[src/rtl/cvs_edge_counter_pkg.sv]
// -----------------------------------------------------------------------------
// cvs_pkg
// Shared types and constants for the cvs edge-counter measurement stage.
//   cvs_cnt_state_t : window state machine encoding (IDLE / COUNT)
//   cvs_seq_t       : 8-bit wrapping result sequence number
//   CVS_NUM_CH      : default number of monitored channels
//   CVS_DEFAULT_GATE: default gate window length in clock cycles
// -----------------------------------------------------------------------------
package cvs_pkg;

  localparam int CVS_NUM_CH       = 5;
  localparam int CVS_DEFAULT_GATE = 1000;

  typedef enum logic [0:0] {
    IDLE  = 1'b0,
    COUNT = 1'b1
  } cvs_cnt_state_t;

  typedef logic [7:0] cvs_seq_t;

endpackage

[src/rtl/cvs_edge_counter_sync.sv]
// -----------------------------------------------------------------------------
// cvs_edge_sync
// Single-channel synchroniser plus edge detector. The asynchronous input d
// passes through SYNC_STAGES flops, then one history flop; edge_pulse is a
// one-cycle flag derived only from flopped values.
// Build option: CVS_EDGE_COUNTER_BOTH_EDGES_EN
//   undefined : edge_pulse flags rising edges only
//   defined   : edge_pulse flags rising and falling edges
// Ports:
//   clock      in  system clock, rising edge
//   reset_n    in  asynchronous active-low reset
//   d          in  asynchronous input bit
//   edge_pulse out one-cycle edge flag in the clock domain
// -----------------------------------------------------------------------------
module cvs_edge_sync import cvs_pkg::*; #(
  parameter int SYNC_STAGES = 2
) (
  input  logic clock,
  input  logic reset_n,
  input  logic d,
  output logic edge_pulse
);

  logic [SYNC_STAGES-1:0] sync_r;
  logic                   hist_r;

  // Synchroniser chain and history flop; sync_r[0] is the metastable capture stage.
  always_ff @(posedge clock or negedge reset_n) begin
    if (!reset_n) begin
      sync_r <= {SYNC_STAGES{1'b0}};
      hist_r <= 1'b0;
    end else begin
      sync_r <= {sync_r[SYNC_STAGES-2:0], d};
      hist_r <= sync_r[SYNC_STAGES-1];
    end
  end

  // Edge flag: compare the settled stage against the previous settled value.
  always_comb begin
`ifdef CVS_EDGE_COUNTER_BOTH_EDGES_EN
    edge_pulse = sync_r[SYNC_STAGES-1] ^ hist_r;
`else
    edge_pulse = sync_r[SYNC_STAGES-1] & ~hist_r;
`endif
  end

endmodule

[src/rtl/cvs_edge_counter.sv]
// -----------------------------------------------------------------------------
// cvs_edge_counter
// Counts edges on NUM_CH asynchronous inputs over back-to-back gate windows of
// GATE_CYCLES clocks and publishes per-channel counts through a valid/ready
// result interface at the end of every window.
// Build option: CVS_EDGE_COUNTER_BOTH_EDGES_EN (count both edges instead of
// rising edges only; handled inside cvs_edge_sync, port list unchanged).
// Ports:
//   clock          in  system clock, rising edge
//   reset_n        in  asynchronous active-low reset (release is expected to be
//                      synchronous to clock)
//   enable         in  high = run back-to-back gate windows; low aborts a window
//   sig_in         in  NUM_CH monitored signals, asynchronous to clock
//   result_valid   out a result is held for the consumer
//   result_ready   in  consumer accepts when high together with result_valid
//   result_count   out channel k count in bits [k*COUNT_W +: COUNT_W]
//   result_sat     out per-channel saturation flag for the published window
//   result_overrun out this result overwrote an unaccepted one
//   result_seq     out window sequence number, wraps 255 -> 0
// -----------------------------------------------------------------------------
module cvs_edge_counter import cvs_pkg::*; #(
  parameter int NUM_CH      = CVS_NUM_CH,
  parameter int GATE_CYCLES = CVS_DEFAULT_GATE,
  parameter int COUNT_W     = 16,
  parameter int SYNC_STAGES = 2
) (
  input  logic                      clock,
  input  logic                      reset_n,
  input  logic                      enable,
  input  logic [NUM_CH-1:0]         sig_in,
  output logic                      result_valid,
  input  logic                      result_ready,
  output logic [NUM_CH*COUNT_W-1:0] result_count,
  output logic [NUM_CH-1:0]         result_sat,
  output logic                      result_overrun,
  output logic [7:0]                result_seq
);

  localparam int                 GATE_W    = $clog2(GATE_CYCLES);
  localparam logic [GATE_W-1:0]  GATE_ZERO = GATE_W'(1'b0);
  localparam logic [GATE_W-1:0]  GATE_ONE  = GATE_W'(1'b1);
  localparam logic [GATE_W-1:0]  GATE_LAST = GATE_W'(GATE_CYCLES - 1);
  localparam logic [COUNT_W-1:0] CNT_ZERO  = COUNT_W'(1'b0);
  localparam logic [COUNT_W-1:0] CNT_ONE   = COUNT_W'(1'b1);
  localparam logic [COUNT_W-1:0] CNT_MAX   = {COUNT_W{1'b1}};

  // Saturating increment: a counter parks at CNT_MAX instead of wrapping.
  function automatic logic [COUNT_W-1:0] sat_inc(input logic [COUNT_W-1:0] val,
                                                 input logic               inc);
    logic [COUNT_W-1:0] res;
    if (inc && (val != CNT_MAX)) begin
      res = val + CNT_ONE;
    end else begin
      res = val;
    end
    return res;
  endfunction

  logic [NUM_CH-1:0]         edge_s;
  cvs_cnt_state_t            state_r;
  cvs_cnt_state_t            state_nx_s;
  logic [GATE_W-1:0]         gate_r;
  logic [GATE_W-1:0]         gate_nx_s;
  logic                      load_s;
  logic                      cnt_clr_s;
  logic                      accept_s;
  logic [COUNT_W-1:0]        cnt_r     [NUM_CH];
  logic [COUNT_W-1:0]        cnt_inc_s [NUM_CH];
  logic [NUM_CH*COUNT_W-1:0] cnt_pack_s;
  logic [NUM_CH-1:0]         cnt_sat_s;

  logic                      res_valid_r;
  logic [NUM_CH*COUNT_W-1:0] res_count_r;
  logic [NUM_CH-1:0]         res_sat_r;
  logic                      res_overrun_r;
  cvs_seq_t                  res_seq_r;

  genvar gi;
  generate
    for (gi = 0; gi < NUM_CH; gi++) begin : g_ch
      cvs_edge_sync #(
        .SYNC_STAGES(SYNC_STAGES)
      ) u_sync (
        .clock      (clock),
        .reset_n    (reset_n),
        .d          (sig_in[gi]),
        .edge_pulse (edge_s[gi])
      );
    end
  endgenerate

  // Count-plus-this-cycle's-edge per channel; also the value published at window end.
  always_comb begin
    cnt_pack_s = {(NUM_CH*COUNT_W){1'b0}};
    cnt_sat_s  = {NUM_CH{1'b0}};
    for (int k = 0; k < NUM_CH; k++) begin
      cnt_inc_s[k]                       = sat_inc(cnt_r[k], edge_s[k]);
      cnt_pack_s[k*COUNT_W +: COUNT_W]   = cnt_inc_s[k];
      cnt_sat_s[k]                       = (cnt_inc_s[k] == CNT_MAX);
    end
  end

  // Window state machine: next state, gate counter, publish and clear controls.
  always_comb begin
    state_nx_s = state_r;
    gate_nx_s  = gate_r;
    load_s     = 1'b0;
    cnt_clr_s  = 1'b1;
    case (state_r)
      IDLE: begin
        gate_nx_s = GATE_ZERO;
        if (enable) begin
          state_nx_s = COUNT;
        end else begin
          state_nx_s = IDLE;
        end
      end
      COUNT: begin
        if (!enable) begin
          // Abort: drop the partial window, nothing is published.
          state_nx_s = IDLE;
          gate_nx_s  = GATE_ZERO;
        end else if (gate_r == GATE_LAST) begin
          // Terminal cycle: publish and restart with no dead cycle.
          load_s    = 1'b1;
          gate_nx_s = GATE_ZERO;
        end else begin
          gate_nx_s = gate_r + GATE_ONE;
          cnt_clr_s = 1'b0;
        end
      end
      default: begin
        state_nx_s = IDLE;
        gate_nx_s  = GATE_ZERO;
      end
    endcase
  end

  // State and gate counter registers.
  always_ff @(posedge clock or negedge reset_n) begin
    if (!reset_n) begin
      state_r <= IDLE;
      gate_r  <= GATE_ZERO;
    end else begin
      state_r <= state_nx_s;
      gate_r  <= gate_nx_s;
    end
  end

  // Per-channel edge counters.
  always_ff @(posedge clock or negedge reset_n) begin
    if (!reset_n) begin
      for (int k = 0; k < NUM_CH; k++) begin
        cnt_r[k] <= CNT_ZERO;
      end
    end else begin
      for (int k = 0; k < NUM_CH; k++) begin
        if (cnt_clr_s) begin
          cnt_r[k] <= CNT_ZERO;
        end else begin
          cnt_r[k] <= cnt_inc_s[k];
        end
      end
    end
  end

  assign accept_s = res_valid_r & result_ready;

  // Result holding register; a window end wins over acceptance, and overrun
  // marks a load that replaced a result nobody took.
  always_ff @(posedge clock or negedge reset_n) begin
    if (!reset_n) begin
      res_valid_r   <= 1'b0;
      res_count_r   <= {(NUM_CH*COUNT_W){1'b0}};
      res_sat_r     <= {NUM_CH{1'b0}};
      res_overrun_r <= 1'b0;
      res_seq_r     <= 8'd0;
    end else if (load_s) begin
      res_valid_r   <= 1'b1;
      res_count_r   <= cnt_pack_s;
      res_sat_r     <= cnt_sat_s;
      res_overrun_r <= res_valid_r & ~result_ready;
      res_seq_r     <= res_seq_r + 8'd1;
    end else if (accept_s) begin
      res_valid_r   <= 1'b0;
    end else begin
      res_valid_r   <= res_valid_r;
    end
  end

  assign result_valid   = res_valid_r;
  assign result_count   = res_count_r;
  assign result_sat     = res_sat_r;
  assign result_overrun = res_overrun_r;
  assign result_seq     = res_seq_r;

endmodule

[config.mk]
export PLATFORM = sky130hd
export DESIGN_NAME = cvs_edge_counter
export DESIGN_NICKNAME = d
export VERILOG_FILES = /design/src/rtl/cvs_edge_counter_pkg.sv /design/src/rtl/cvs_edge_counter_sync.sv /design/src/rtl/cvs_edge_counter.sv
export SDC_FILE = /design/constraint.sdc
export NUM_CORES = 1
export LEC_CHECK = 0
export BUFFER_PORTS_ARGS = -buffer_cell sky130_fd_sc_hd__buf_4
export CAP_MARGIN = 20
export CORE_MARGIN = 2
export CORE_UTILIZATION = 60
export DETAILED_ROUTE_END_ITERATION = 10
export PLACE_DENSITY = 0.81
export SETUP_SLACK_MARGIN = 0.5
export SLEW_MARGIN = 0
export SYNTH_ARGS = -nofsm -noshare
export SYNTH_HDL_FRONTEND = slang
export SYNTH_SLANG_ARGS = --single-unit
[constraint.sdc]
create_clock -name clock -period 7.6 [get_ports clock]
set_input_delay 1.52 -clock clock [delete_from_list [all_inputs] [get_ports clock]]
set_output_delay 1.52 -clock clock [all_outputs]
set_load 0.01 [all_outputs]
# Word-level counts from Yosys, hierarchy flattened
# Cells that the tools add are included.
[word_totals]
input_bits = 9
word_cells = 81
ff_bits = 201
output_inout_bits = 95
[classes]
addsub = 7
bitwise = 14
n_eq_ne = 11
n_mux = 21
reduce_logical = 6
[op_table]
columns = ["cell", "count"]
rows = [
  ["2-to-1 mux 16 bit", 10],
  ["adder 16 x 1 -> 16 bit, second input constant", 5],
  ["equality test 16 bit, second input constant", 5],
  ["inequality test 16 bit, second input constant", 5],
  ["2-to-1 mux 10 bit", 2],
  ["one-hot mux 10 bit (2 select lines)", 1],
  ["adder 10 x 1 -> 10 bit, second input constant", 1],
  ["equality test 10 bit, second input constant", 1],
  ["adder 8 x 1 -> 8 bit, second input constant", 1],
  ["2-to-1 mux 1 bit", 8],
  ["bitwise AND 1 bit", 7],
  ["NOT 1 bit", 7],
  ["logical AND 1 bit", 5],
  ["nonzero test 2 bit", 1],
]

# Depth between registers and ports, before layout
# Gate-level depths: netlist (run 1).
[logic_depth]
ltp_word = 5
depth_mapped = 8
mapped_depth_nobuf = 7

# By module
# From an unflattened synthesis (run 1), not the netlist that was laid out.
[unflattened]
hier_cells = 879
area_unflattened_um2 = 8838.5
[modules_own_cells]
columns = ["mod", "area_per_inst_um2", "seq_area_each_um2", "cells_each", "n_inst"]
rows = [
  ["cvs_edge_counter", 8394.3, 4654.5, 859, 1],
  ["cvs_edge_sync", 88.8, 75.1, 4, 5],
]

# Worst setup path after synthesis (run 1)
# OpenSTA, ideal clock, no wires.
[synth_path]
path_kind = "input to register"
startpoint = "in enable"
endpoint = "reg res_sat_r[4], in the netlist result_sat[4]"
arrival_ps = 3135
setup_slack_ps = 4373
n_path_buf = 0
setup_ps = 92
stages = 6
required_ps = 7508
path_cell_list = "nand2_1 or4_4 or3_1 a211o_1 or4_1 o31ai_2"
[synth_between]
elab_chain_cells = 2
[synth_lines]
columns = ["item", "line", "source"]
rows = [
  ["start, declared", "cvs_edge_counter.sv:29", "input logic enable,"],
  ["2-to-1 mux 1 bit", "cvs_edge_counter.sv:119", "if (!enable) begin"],
  ["2-to-1 mux 1 bit", "cvs_edge_counter.sv:109", "case (state_r)"],
  ["end signal, assigned", "cvs_edge_counter.sv:175", "res_sat_r <= {NUM_CH{1'b0}};"],
  ["end signal, assigned", "cvs_edge_counter.sv:181", "res_sat_r <= cnt_sat_s;"],
  ["end, declared", "cvs_edge_counter.sv:74", "logic [NUM_CH-1:0] res_sat_r;"],
]
# Every way passes these cells.
# A chain may end at the register's enable or synchronous reset.

# Worst setup path after layout (run 1)
# Ends and elaborated chain as after synthesis.

==> results of run 1 <==
## cell families (layout without fill, tap and decap cells)
kind of cell               Yosys count  count (layout)
and+or+nand+nor                    408             408
DFF                                201             201
AOI/OAI and AO/OA                  140             140
xor gates and xnor gates            66              66
buffers and inverters               46             153
muxes                               12              12
adders and majority gates            7               7
## synth_stat cells, types with 2 or more instances
| cell type | n | area (µm²) |
|---|---|---|
| o211ai_1 | 2 | 15.0 |
| o31ai_1 | 6 | 45.0 |
| and3b_1 | 2 | 17.5 |
| nand4_1 | 26 | 163 |
| dfrtp_1 | 201 | 5030 |
| clkbuf_1 | 31 | 116 |
| and2_1 | 9 | 56.3 |
| nand2b_1 | 9 | 56.3 |
| o21ai_0 | 56 | 280 |
| and4_1 | 10 | 87.6 |
| a21oi_1 | 12 | 60.1 |
| mux2i_1 | 11 | 110 |
| or4_1 | 9 | 67.6 |
| nor2_1 | 105 | 394 |
| and3_1 | 13 | 81.3 |
| nand4_2 | 4 | 50.1 |
| nand2_1 | 120 | 450 |
| o21ai_1 | 36 | 180 |
| nor3b_1 | 3 | 22.5 |
| and4b_1 | 4 | 40.0 |
| o41ai_1 | 3 | 26.3 |
| xor2_1 | 27 | 236 |
| or3_1 | 11 | 68.8 |
| o2111ai_1 | 2 | 17.5 |
| nor4b_1 | 4 | 35.0 |
| a21o_1 | 7 | 52.6 |
| nand3b_1 | 7 | 52.6 |
| nand4b_1 | 5 | 43.8 |
| nor3_1 | 12 | 60.1 |
| a31oi_1 | 3 | 18.8 |
| nor4_1 | 7 | 43.8 |
| xnor2_1 | 39 | 342 |
| ha_1 | 7 | 87.6 |
| a211oi_1 | 3 | 22.5 |
| inv_1 | 11 | 41.3 |
| nand3_1 | 38 | 190 |
| o31ai_2 | 2 | 25.0 |
| buf_2 | 2 | 10.0 |
## area by class of cell
| type | instances | area share, % |
|---|---|---|
| clock inverter | 7 | 0.631 |
| tap | 184 | 2.19 |
| inverter | 11 | 0.393 |
| clock buffer | 29 | 5.95 |
| sequential | 201 | 47.8 |
| multi-input combinational | 633 | 35.2 |
| timing repair buffer | 106 | 7.82 |
## per-stage QoR
stage	instances	hold WS (ns)	area (µm²)	utilization [%]
floorplan	880	0.331	8900	-
global placement	1134	0.333	9800	67.4
detailed placement	1134	0.337	9800	67.4
CTS	1170	0.350	10500	72.2
global route	1171	0.351	10500	72.3
finish	1171	0.348	10500	72.3
## routing by layer
layer / vias up / GRT usage, % / share of wire [%]
li1: 3288 / - / -
met1: 3295 / 33.1 / 45
met2: 179 / 41.4 / 48
met3: 33 / 3.99 / 4.5
met4: 0 / 5.69 / 2.1
met5: - / 0 / 0
## worst max-delay path, delay by kind of cell
family / cells / cell delay [ns]
simple gates: 4 / 1.83
compound gates: 2 / 0.40
buf+inv: 1 / 0.10
## where the power goes
| group | switching (W) | leakage, nW | total [W] | internal (W) |
|---|---|---|---|---|
| Combinational | 0.0000354 | 1.53 | 0.0000459 | 0.0000105 |
| Sequential | 0.00000449 | 2.77 | 0.00108 | 0.00108 |
| Clock | 0.000400 | 0.344 | 0.00101 | 0.000607 |
## flip-flops by register name (all words and copies together) (netlist names), 5 cells and up
name,count
g_ch.u_sync.sync_r,10
result_count,80
g_ch.u_sync.hist_r,5
cnt_r,80
gate_r,10
result_sat,5
result_seq,8
## worst paths after layout
check	slack (ns)	to	start
worst max-delay path	4.10	result_sat[4]$_DFFE_PN0P_	enable
worst min-delay path	0.35	g_ch[0].u_sync.sync_r[1]$_DFF_PN0_	g_ch[0].u_sync.sync_r[0]$_DFF_PN0_
worst max register to register	4.44	result_sat[4]$_DFFE_PN0P_	gate_r[0]$_DFF_PN0_
worst min register to register	0.35	g_ch[0].u_sync.sync_r[1]$_DFF_PN0_	g_ch[0].u_sync.sync_r[0]$_DFF_PN0_
max in group asynchronous	4.89	g_ch[1].u_sync.sync_r[1]$_DFF_PN0_	reset_n
min in group asynchronous	1.14	result_seq[3]$_DFFE_PN0P_	reset_n
==> insert_results.sql, run 1 <==
INSERT INTO impl_metrics (metric_group, metric, value, unit) VALUES
('grt', 'grt.overflow.total', '0', ''),
('placement', 'buffer_ports.inserted', '103', ''),
('timing', 'clock-skew-final', '0.00804', 'ns'),
('clock_tree', 'cts_hold_buf', '0', ''),
('floorplanning', 'initial_utilization', '61.2', '%'),
('flow_run', 'max-cap-violations', '0', ''),
('layout', 'layout-area-overhead-vs-synth', '18.2', '%'),
('power_and_ir_drop', 'powerDensity', '203', 'nW/µm²'),
('setup_path', 'cp_cell_sequence', 'buf_4 > nand2_1 > or4_4 > or3_1 > a211o_1 > or4_1 > o31ai_2', ''),
('layout', 'most_frequent_cells_in_the_layout', 'dfrtp_1, nand2_1, nor2_1, buf_4, o21ai_0', ''),
('routing', 'drc_violations_left', '0', ''),
('layout', 'filler_cell_count', '1083', ''),
('layout', 'mostFrequentLayoutCell', 'dfrtp_1', ''),
('yosys', 'synth_nets', '896', ''),
('setup_path', 'count_of_cells_along_the_worst_register_to_register_path', '7', ''),
('routing', 'drt_pass1_iterations', '5', ''),
('routing', 'remaining_number_of_nets_flagged_by_the_antenna_check_after_routing', '0', ''),
('grt', 'maximum_number_of_pins_on_one_net_before_global_route_repair', '124', ''),
('clock_tree', 'post_cts_resized', '0', ''),
('clock_tree', 'post-cts-setup-buffers', '0', ''),
('clock_tree', 'cts.reportedPaths.clkPinSlew', '0.06', 'ns'),
('yosys', 'seq_area_frac_synth', '56.5', '%'),
('clock_tree', 'numCtsBuffers', '21', ''),
('timing', 'period_share', '46.1', '%'),
('floorplanning', 'floorplan.die.width', '126', 'µm'),
('yosys', 'fraction_of_the_mapped_netlist_area_in_compound_gates', '9.18', '%'),
('setup_path', 'crit_path_dat', '3.90', 'ns'),
('floorplanning', 'fp.dieArea', '15800', 'µm²'),
('timing', 'maximum_clock_frequency', '286', 'MHz'),
('clock_tree', 'cts_num_sinks', '201', ''),
('clock_tree', 'later_pin_clock_latency_in_the_skew_report', '0.48', 'ns'),
('yosys', 'synth.ff_latch_count', '201', ''),
('min_path', 'tightest_hold_check_type', 'flip-flop to flip-flop', ''),
('setup_path', 'worst_path_largest_cell_delay', '0.79', 'ns'),
('grt', 'gr-usage-all-layers', '24.2', '%'),
('floorplanning', 'core_area', '14500', 'µm²'),
('timing', 'timing_worst_slew_pin_value', '1.04', 'ns'),
('floorplanning', 'die-height', '126', 'µm'),
('setup_path', 'data_required_critical_path', '8.00', 'ns'),
('yosys', 'largest_family_of_logic_cells_by_synthesized_area', 'simple AND/OR/NAND/NOR gates', ''),
('yosys', 'synth_adder_area_share', '0.985', '%'),
('timing', 'timing_max_transition_violations_final', '0', ''),
('grt', 'antenna_found_initial', '0', ''),
('timing', 'timing_hold_violations_final', '0', ''),
('power_and_ir_drop', 'power.static_leakage', '4.64', 'nW'),
('floorplanning', 'fp-row-count', '44', ''),
('placement', 'routabilityCongestion', '0.873', ''),
('yosys', 'asyncSetResetFlopFracSynth', '100', '%'),
('timing', 'timing.max_slew.rel_slack', '29.9', '%'),
('min_path', 'worst_hold_path.num_cells', '0', ''),
('clock_tree', 'clock_tree.buffer_depth', '3', ''),
('routing', 'drt-wirelength-per-cell', '16.0', 'µm'),
('layout', 'antenna_diode_count', '0', ''),
('placement', 'post-dp-hpwl', '12.5', 'mm'),
('timing', 'setup_viol_count_final', '0', ''),
('yosys', 'synth.distinct_cells', '59', ''),
('status', 'outcome', 'complete, no violations', ''),
('grt', 'grt_pass1_vias', '6772', ''),
('routing', 'route.detailed.vias_per_inst', '5.80', ''),
('yosys', 'synthesis.instances', '880', ''),
('grt', 'first_pass_grt_wire_length', '32.2', 'mm'),
('yosys', 'yosys.area_share.simple', '23.4', '%'),
('floorplanning', 'num_io_pins', '104', ''),
('layout', 'sequential_cell_area', '5030', 'µm²'),
('timing', 'final.min_clock_period', '3.50', 'ns'),
('layout', 'post_route_cells_drive_above_1_share', '15.8', '%'),
('yosys', 'yosysWarnings', '0', ''),
('layout', 'multi_input_gate_area_in_the_final_layout', '3700', 'µm²'),
('yosys', 'synth_mux_area_share', '1.36', '%'),
('routing', 'wirelength', '18.8', 'mm'),
('routing', 'vias_post_dr', '6795', '');
Note: power is estimated with default switching activity, not from simulation.
==> run 2: changes to the inputs <==
ABC_AREA = 1   (was not set)
CORE_UTILIZATION = 54   (was 60)
PLACE_DENSITY = 0.76   (was 0.81)
clock period = 2.94 ns   (was 7.6 ns; I/O delays follow)
==> run 2 against run 1 <==
Routed wire length rose by 25%. Die area rose by 27%. Combinational power rose to 6.0 times the previous value. Sequential share of layout area fell by 6.0 points. Area after synthesis rose by 15%. Clock-buffer cell count rose by 4. Flip-flop and latch count did not move. Utilization fell by 8.1 points. Register-to-register slack got worse by 3.7 ns. Cell count rose by 47%.
==> insert_results.sql, run 2 <==
INSERT INTO impl_metrics (metric_group, metric, value, unit) VALUES
('setup_path', 'rrSetupSlack', '0.74', 'ns'),
('yosys', 'yosys.area.top_type_share', '49.0', '%'),
('routing', 'drt_pass1_iterations', '5', ''),
('setup_path', 'worst_setup_path_start_kind', 'flip-flop', ''),
('timing', 'clock-skew-final', '0.0139', 'ns'),
('floorplanning', 'core_area', '18700', 'µm²'),
('yosys', 'synth_nets', '1388', ''),
('yosys', 'ys.flop_type', 'dfrtp_1', ''),
('timing', 'rsz_0062_raised_after_global_routing', 'false', ''),
('floorplanning', 'fp-row-count', '50', ''),
('yosys', 'syn-cell-area', '10300', 'µm²'),
('timing', 'maximum_clock_frequency', '454', 'MHz'),
('timing', 'timing_hold_violations_final', '0', ''),
('routing', 'drt-wirelength-per-cell', '13.6', 'µm'),
('timing', 'timing.max_slew.rel_slack', '55.1', '%'),
('yosys', 'yosysTopAreaCell', 'dfrtp_1', ''),
('yosys', 'asyncSetResetFlopFracSynth', '100', '%'),
('clock_tree', 'clock_tree.buffer_depth', '3', ''),
('grt', 'gr-max-usage-layer', 'met2', ''),
('floorplanning', 'num_io_pins', '104', ''),
('placement', 'post-place-cells', '1686', ''),
('setup_path', 'worstSetupPathType', 'flip-flop to flip-flop', ''),
('power_and_ir_drop', 'powerDensity', '489', 'nW/µm²'),
('clock_tree', 'cts_num_sinks', '201', ''),
('yosys', 'synthesis.instances', '1372', ''),
('grt', 'antenna_found_initial', '0', ''),
('layout', 'multi_input_gate_area_in_the_final_layout', '4610', 'µm²'),
('clock_tree', 'clock_tree.root_cell', 'clkbuf_16', ''),
('clock_tree', 'cts.htree.levels', '1', ''),
('yosys', 'synth_enable_flop_cells', '0', ''),
('power_and_ir_drop', 'power.static_leakage', '5.70', 'nW'),
('layout', 'sequential_cell_area', '5030', 'µm²'),
('grt', 'grt.overflow.total', '0', ''),
('placement', 'post-dp-hpwl', '16.8', 'mm'),
('floorplanning', 'fp.dieArea', '20100', 'µm²'),
('setup_path', 'crit_fanout', '69', ''),
('setup_path', 'kind_of_end_point_of_the_critical_path', 'flip-flop', ''),
('layout', 'layout-area-overhead-vs-synth', '17.1', '%'),
('routing', 'remaining_number_of_nets_flagged_by_the_antenna_check_after_routing', '0', ''),
('yosys', 'syn_area_per_cell', '7.48', 'µm²'),
('clock_tree', 'post-cts-setup-buffers', '0', ''),
('clock_tree', 'later_pin_clock_latency_in_the_skew_report', '0.51', 'ns'),
('layout', 'filler_cell_count', '1606', ''),
('timing', 'final.min_clock_period', '2.20', 'ns'),
('clock_tree', 'tritoncts', 'done', ''),
('routing', 'route.detailed.vias_per_inst', '5.15', ''),
('layout', 'finalNetCount', '1493', ''),
('flow_run', 'max-cap-violations', '0', ''),
('clock_tree', 'numCtsBuffers', '23', ''),
('timing', 'period_share', '74.9', '%'),
('power_and_ir_drop', 'total_power', '0.00588', 'W'),
('grt', 'first_pass_grt_wire_length', '39.8', 'mm'),
('layout', 'antenna_diode_count', '0', ''),
('yosys', 'synth.ff_latch_count', '201', ''),
('yosys', 'yosysWarnings', '0', ''),
('floorplanning', 'die-height', '142', 'µm'),
('floorplanning', 'initial_utilization', '54.9', '%'),
('layout', 'layout.cells.non_filler', '1724', ''),
('placement', 'buffer_ports.inserted', '103', ''),
('yosys', 'ys_top_cells_by_count', 'nand2_1, nor2_1, dfrtp_1', ''),
('routing', 'drc_violations_left', '0', ''),
('grt', 'grt_pass1_vias', '8284', ''),
('yosys', 'synth.distinct_cells', '31', ''),
('grt', 'maximum_number_of_pins_on_one_net_before_global_route_repair', '72', ''),
('layout', 'mostFrequentLayoutCell', 'nand2_1', ''),
('routing', 'wirelength', '23.4', 'mm'),
('timing', 'totalNegativeSetupSlack', '0', 'ns'),
('clock_tree', 'cts.reportedPaths.clkPinSlew', '0.06', 'ns'),
('grt', 'met1_track_demand_over_resource', '33.9', '%'),
('routing', 'first_iter_violations', '582', ''),
('min_path', 'tightest_hold_check_type', 'input port to asynchronous set/reset pin', ''),
('timing', 'timing_worst_slew_pin_value', '0.673', 'ns'),
('setup_path', 'count_of_cells_along_the_worst_register_to_register_path', '8', ''),
('layout', 'post_route_cells_drive_above_1_share', '14.4', '%'),
('grt', 'gr-usage-all-layers', '24.0', '%'),
('power_and_ir_drop', 'ir_worst_vdd', '0.000408', 'V'),
('setup_path', 'crit_path_dat', '2.56', 'ns'),
('placement', 'routabilityCongestion', '0.913', ''),
('yosys', 'seq_area_frac_synth', '49.0', '%'),
('layout', 'most_frequent_cells_in_the_layout', 'nand2_1, nor2_1, dfrtp_1, inv_1, buf_4', ''),
('setup_path', 'data_required_critical_path', '3.30', 'ns'),
('grt', 'grt_util_met3', '3.54', '%'),
('status', 'outcome', 'complete, no violations', ''),
('timing', 'timing_max_transition_violations_final', '0', ''),
('layout', 'finalCoreUtilization', '64.2', '%'),
('grt', 'globalRouteMet2Util', '39.3', '%'),
('routing', 'vias_post_dr', '8880', ''),
('timing', 'setup_viol_count_final', '0', ''),
('floorplanning', 'floorplan.die.width', '142', 'µm'),
('yosys', 'synth.top_cells.by_area', 'dfrtp_1, nand2_1, nor2_1', ''),
('yosys', 'most_frequently_used_cell_type_in_the_post_synthesis_netlist', 'nand2_1', '');
-- run 2: cell count changes after synthesis, sizes merged, moves of 10 or more --
cell and delta:
nand3 +34, mux2i -11, inv +116, and4 -10, buf +16, xor2 -15, xnor2 -29, clkbuf -21
nand2 +379, nor2 +144, or4 -10, and3 -11, or3 -12
-- run 2: routing by layer --
layer  wire length [µm]  share of wire (%)
met1              11000                 47
met2              10800                 46
met3               1070                4.6
met4                552                2.4
met5                  0                  0
-- run 2: report_power, final --
| group | switching (W) | leakage, nW | internal [W] |
|---|---|---|---|
| clock network | 0.00107 | 0.360 | 0.00170 |
| logic | 0.000203 | 2.58 | 0.0000710 |
| registers | 0.0000309 | 2.76 | 0.00280 |
-- run 2: path summary, 6_finish.rpt --
| kind | from | end |
|---|---|---|
| hold / removal | reset_n | g_ch[4].u_sync.hist_r$_DFF_PN0_ |
| max in group asynchronous | reset_n | cnt_r[23]$_DFF_PN0_ |
| min in group clock | sig_in[0] | g_ch[0].u_sync.sync_r[0]$_DFF_PN0_ |
| setup / recovery | gate_r[0]$_DFF_PN0_ | result_count[62]$_DFFE_PN0P_ |
| hold reg to reg | g_ch[0].u_sync.sync_r[0]$_DFF_PN0_ | g_ch[0].u_sync.sync_r[1]$_DFF_PN0_ |
| setup reg to reg | gate_r[0]$_DFF_PN0_ | result_count[62]$_DFFE_PN0P_ |
-- run 2: layout make-up --
type | count | share of cell area (%)
clock inverters | 5 | 0.656
inverters | 127 | 3.99
clock buffers | 33 | 5.44
repair buffers | 110 | 7.24
well taps | 234 | 2.44
flip-flops and latches | 201 | 41.9
multi-input cells | 1014 | 38.4
-- run 2: per-stage QoR --
step                hold slack (ns)  worst slack [ns]  area [µm²]
floorplan                     0.292              1.17       10300
global placement              0.333             0.511       11300
detailed placement            0.336             0.434       11300
CTS                          0.0908             0.716       12000
global route                  0.110             0.515       12000
finish                       0.0665             0.738       12000
-- run 2: what timing repair did --
action | 4_1_cts | 5_1_grt
endpoints found under the setup margin | 1 | 0
gates resized for setup | 1 | 0
hold buffers | 0 | 0
-- run 2: kinds of logic (layout without fill, tap and decap cells) --
| group | count (synthesis) | in the layout | share of synthesized area [%] |
|---|---|---|---|
| AOI/OAI and AO/OA | 104 | 104 | 5.17 |
| adders and majority gates | 7 | 7 | 0.853 |
| DFF | 201 | 201 | 49.0 |
| buffers and inverters | 157 | 275 | 6.18 |
| xor gates and xnor gates | 22 | 22 | 1.88 |
| and+or+nand+nor | 881 | 881 | 36.9 |
-- run 2: worst max-delay path: stages, from the launching register on --
cell and delay (ns):
dfrtp_1 0.40, ha_1 0.24, nand2_1 0.10, inv_1 0.07, nand4_2 0.12, nor2_4 0.08
inv_4 0.43, buf_4 0.40, o21ai_0 0.17
==> run 3: changes to the inputs <==
CORE_UTILIZATION = 60   (was 54)
PLACE_DENSITY = 0.8   (was 0.76)
clock period = 2.3 ns   (was 2.94 ns; I/O delays follow)
==> run 3 against run 2 <==
Non-clock buffer count rose by 86. Final area is 12% higher. Clock power up 29%. Fmax is 17% higher. Utilization increased by 17 points. Sequential power grew 28%. Power increased by 30%. Critical path type unchanged. Largest power group unchanged.
==> insert_results.sql, run 3 (synthesis results as in run 2) <==
INSERT INTO impl_metrics (metric_group, metric, value, unit) VALUES
('placement', 'routabilityCongestion', '0.908', ''),
('timing', 'final.min_clock_period', '1.89', 'ns'),
('setup_path', 'critical-path-top-cell-by-count', 'nor2_4', ''),
('floorplanning', 'fp.dieArea', '18200', 'µm²'),
('layout', 'finalNetCount', '1587', ''),
('timing', 'totalNegativeSetupSlack', '0', 'ns'),
('routing', 'drc_violations_left', '0', ''),
('timing', 'clock-skew-final', '0.0122', 'ns'),
('min_path', 'hold_path_end', 'g_ch[0].u_sync.sync_r[0]$_DFF_PN0_', ''),
('layout', 'mostFrequentLayoutCell', 'nand2_1', ''),
('setup_path', 'critPathTopFamily', 'simple AND/OR/NAND/NOR gates', ''),
('clock_tree', 'clock_tree.buffer_depth', '3', ''),
('timing', 'timing_max_transition_violations_final', '0', ''),
('timing', 'maximum_clock_frequency', '529', 'MHz'),
('timing', 'timing_worst_slew_pin_value', '0.464', 'ns'),
('setup_path', 'worstReg2RegEnd', 'result_sat[2]$_DFFE_PN0P_', ''),
('routing', 'drt-wirelength-per-cell', '15.6', 'µm'),
('placement', 'buffer_ports.inserted', '103', ''),
('placement', 'post-place-cells', '1681', ''),
('setup_path', 'crit_path_dat', '2.33', 'ns'),
('grt', 'gr-usage-all-layers', '29.2', '%'),
('timing', 'timing.max_slew.rel_slack', '69.0', '%'),
('timing', 'layout_setup_ws', '0.411', 'ns'),
('layout', 'most_frequent_cells_in_the_layout', 'nand2_1, dfrtp_1, buf_4, nor2_1, inv_1', ''),
('setup_path', 'count_of_cells_along_the_worst_register_to_register_path', '12', ''),
('routing', 'vias_post_dr', '10100', ''),
('setup_path', 'rrSetupSlack', '0.41', 'ns'),
('routing', 'remaining_number_of_nets_flagged_by_the_antenna_check_after_routing', '0', ''),
('min_path', 'worst_hold_path.num_cells', '1', ''),
('min_path', 'hold_path.startpoint', 'sig_in[0]', ''),
('grt', 'first_pass_grt_wire_length', '43.6', 'mm'),
('setup_path', 'kind_of_end_point_of_the_critical_path', 'flip-flop', ''),
('layout', 'layout-area-overhead-vs-synth', '31.6', '%'),
('floorplanning', 'fp-row-count', '47', ''),
('timing', 'rsz_0062_raised_after_global_routing', 'true', ''),
('grt', 'antenna_found_initial', '0', ''),
('setup_path', 'max_stage_delay_cell_worst_path', 'dfrtp_1', ''),
('floorplanning', 'die-height', '135', 'µm'),
('placement', 'post-dp-hpwl', '17.2', 'mm'),
('min_path', 'tightest_hold_check_type', 'input port to flip-flop', ''),
('setup_path', 'data_required_critical_path', '2.75', 'ns'),
('floorplanning', 'initial_utilization', '61.7', '%'),
('grt', 'grt.overflow.total', '0', ''),
('routing', 'wirelength', '28.2', 'mm'),
('routing', 'first_iter_violations', '1042', ''),
('routing', 'route.detailed.vias_per_inst', '5.60', ''),
('clock_tree', 'cts.reportedPaths.clkPinSlew', '0.06', 'ns'),
('routing', 'drt_pass1_iterations', '8', ''),
('floorplanning', 'floorplan.die.width', '135', 'µm'),
('timing', 'period_share', '82.1', '%'),
('floorplanning', 'core_area', '16600', 'µm²'),
('grt', 'grt_pass1_vias', '9160', ''),
('clock_tree', 'tritoncts', 'done', ''),
('setup_path', 'crit-reg2reg-launch', 'cnt_r[37]$_DFF_PN0_', ''),
('floorplanning', 'num_io_pins', '104', ''),
('clock_tree', 'later_pin_clock_latency_in_the_skew_report', '0.51', 'ns'),
('flow_run', 'max-cap-violations', '0', ''),
('timing', 'setup_viol_count_final', '0', ''),
('setup_path', 'crit_fanout', '5', ''),
('setup_path', 'worst_setup_path_start_kind', 'flip-flop', ''),
('setup_path', 'worstSetupPathType', 'flip-flop to flip-flop', ''),
('grt', 'maximum_number_of_pins_on_one_net_before_global_route_repair', '54', ''),
('timing', 'timing_hold_violations_final', '0', ''),
('clock_tree', 'cts_num_sinks', '201', ''),
('clock_tree', 'cts.htree.levels', '1', ''),
('clock_tree', 'clock_tree.root_cell', 'clkbuf_16', ''),
('power_and_ir_drop', 'total_power', '0.00768', 'W'),
('clock_tree', 'numCtsBuffers', '22', ''),
('setup_path', 'worst_path_largest_cell_delay', '0.41', 'ns'),
('layout', 'post_route_cells_drive_above_1_share', '28.5', '%'),
('power_and_ir_drop', 'power.static_leakage', '6.35', 'nW'),
('setup_path', 'worstPathBufferInverterCount', '0', ''),
('status', 'outcome', 'complete, no violations', ''),
('placement', 'dp_worst_setup_slack', '0.00250', 'ns'),
('setup_path', 'cp_cell_sequence', 'nand2_1 > nor2_2 > nand2_4 > nor2_4 > nor2_4 > nand2_2 > nand2_4 > nor2_4 > nand2_2 > nor2_2 > nand3_2 > nand2_1', ''),
('layout', 'antenna_diode_count', '0', ''),
('layout', 'layout.cells.non_filler', '1807', ''),
('power_and_ir_drop', 'ir_worst_vdd', '0.000563', 'V'),
('power_and_ir_drop', 'powerDensity', '568', 'nW/µm²');
## run 3: changes by cell type in the layout (fill, tap and decap cells not counted), sizes merged
| cell | previous run | this run |
|---|---|---|
| buf | 109 | 194 |
| clkbuf | 34 | 26 |
| clkinv | 2 | 9 |
| clkinvlp | 0 | 4 |
| dlygate4sd3 | 0 | 1 |
| nand2 | 499 | 503 |
| nand3 | 72 | 73 |
| nor2 | 249 | 252 |
## run 3: how the worst max path moves through the flow
stage | startpoint | to | slack (ns) | cells after the start
floorplan | cnt_r[0]$_DFF_PN0_ | result_sat[4]$_DFFE_PN0P_ | 0.53 | 15
global placement | cnt_r[1]$_DFF_PN0_ | result_sat[4]$_DFFE_PN0P_ | 0.03 | 13
detailed placement | cnt_r[1]$_DFF_PN0_ | result_sat[4]$_DFFE_PN0P_ | 0.003 | 13
CTS | cnt_r[1]$_DFF_PN0_ | result_sat[4]$_DFFE_PN0P_ | 0.48 | 15
global route | cnt_r[37]$_DFF_PN0_ | result_sat[2]$_DFFE_PN0P_ | 0.30 | 12
finish | cnt_r[37]$_DFF_PN0_ | result_sat[2]$_DFFE_PN0P_ | 0.41 | 12
## run 3: timing repair
item,4_1_cts,5_1_grt
endpoints found under the hold margin,49,0
hold buffers,1,0
pin swaps,29,78
setup endpoints to repair,157,137
cloned,7,2
buffers inserted,22,54
gates resized for setup,81,132
## run 3: per-layer routing
metal / part of all wire [%] / global-route usage (%)
met2: 49 / 48.5
met3: 7.0 / 3.38
met5: 0 / 0
met1: 40 / 40.3
met4: 4.0 / 9.36
## run 3: final cells by class
| cell class | count | area, µm² |
|---|---|---|
| tap | 220 | 275 |
| fill | 1074 | 3140 |
| multi-input combinational | 1022 | 5350 |
| timing repair inverter | 1 | 8.76 |
| inverter | 127 | 495 |
| sequential | 201 | 5040 |
| clock buffer | 25 | 593 |
| timing repair buffer | 196 | 1590 |
| clock inverter | 15 | 155 |
## run 3: worst register-to-register path, delay by kind of cell (launching register included)
family | cells | cell delay, ns
DFF | 1 | 0.41
and+or+nand+nor | 12 | 1.41
## run 3: report_power, final
group          total (W)  internal, W  switching [W]
clock network    0.00358      0.00210        0.00147
registers        0.00362      0.00358      0.0000397
logic           0.000482     0.000155       0.000327
total            0.00768      0.00584        0.00184
## run 3: stage by stage
| step | cell area (µm²) | hold slack (ns) | util (%) |
|---|---|---|---|
| after floorplan | 10300 | 0.164 | - |
| after global placement | 11400 | 0.332 | 68.4 |
| after detailed placement | 11400 | 0.338 | 68.4 |
| after CTS | 12700 | 0.0441 | 76.1 |
| after global routing | 13500 | 0.0474 | 81.2 |
| final | 13500 | 0.0582 | 81.2 |
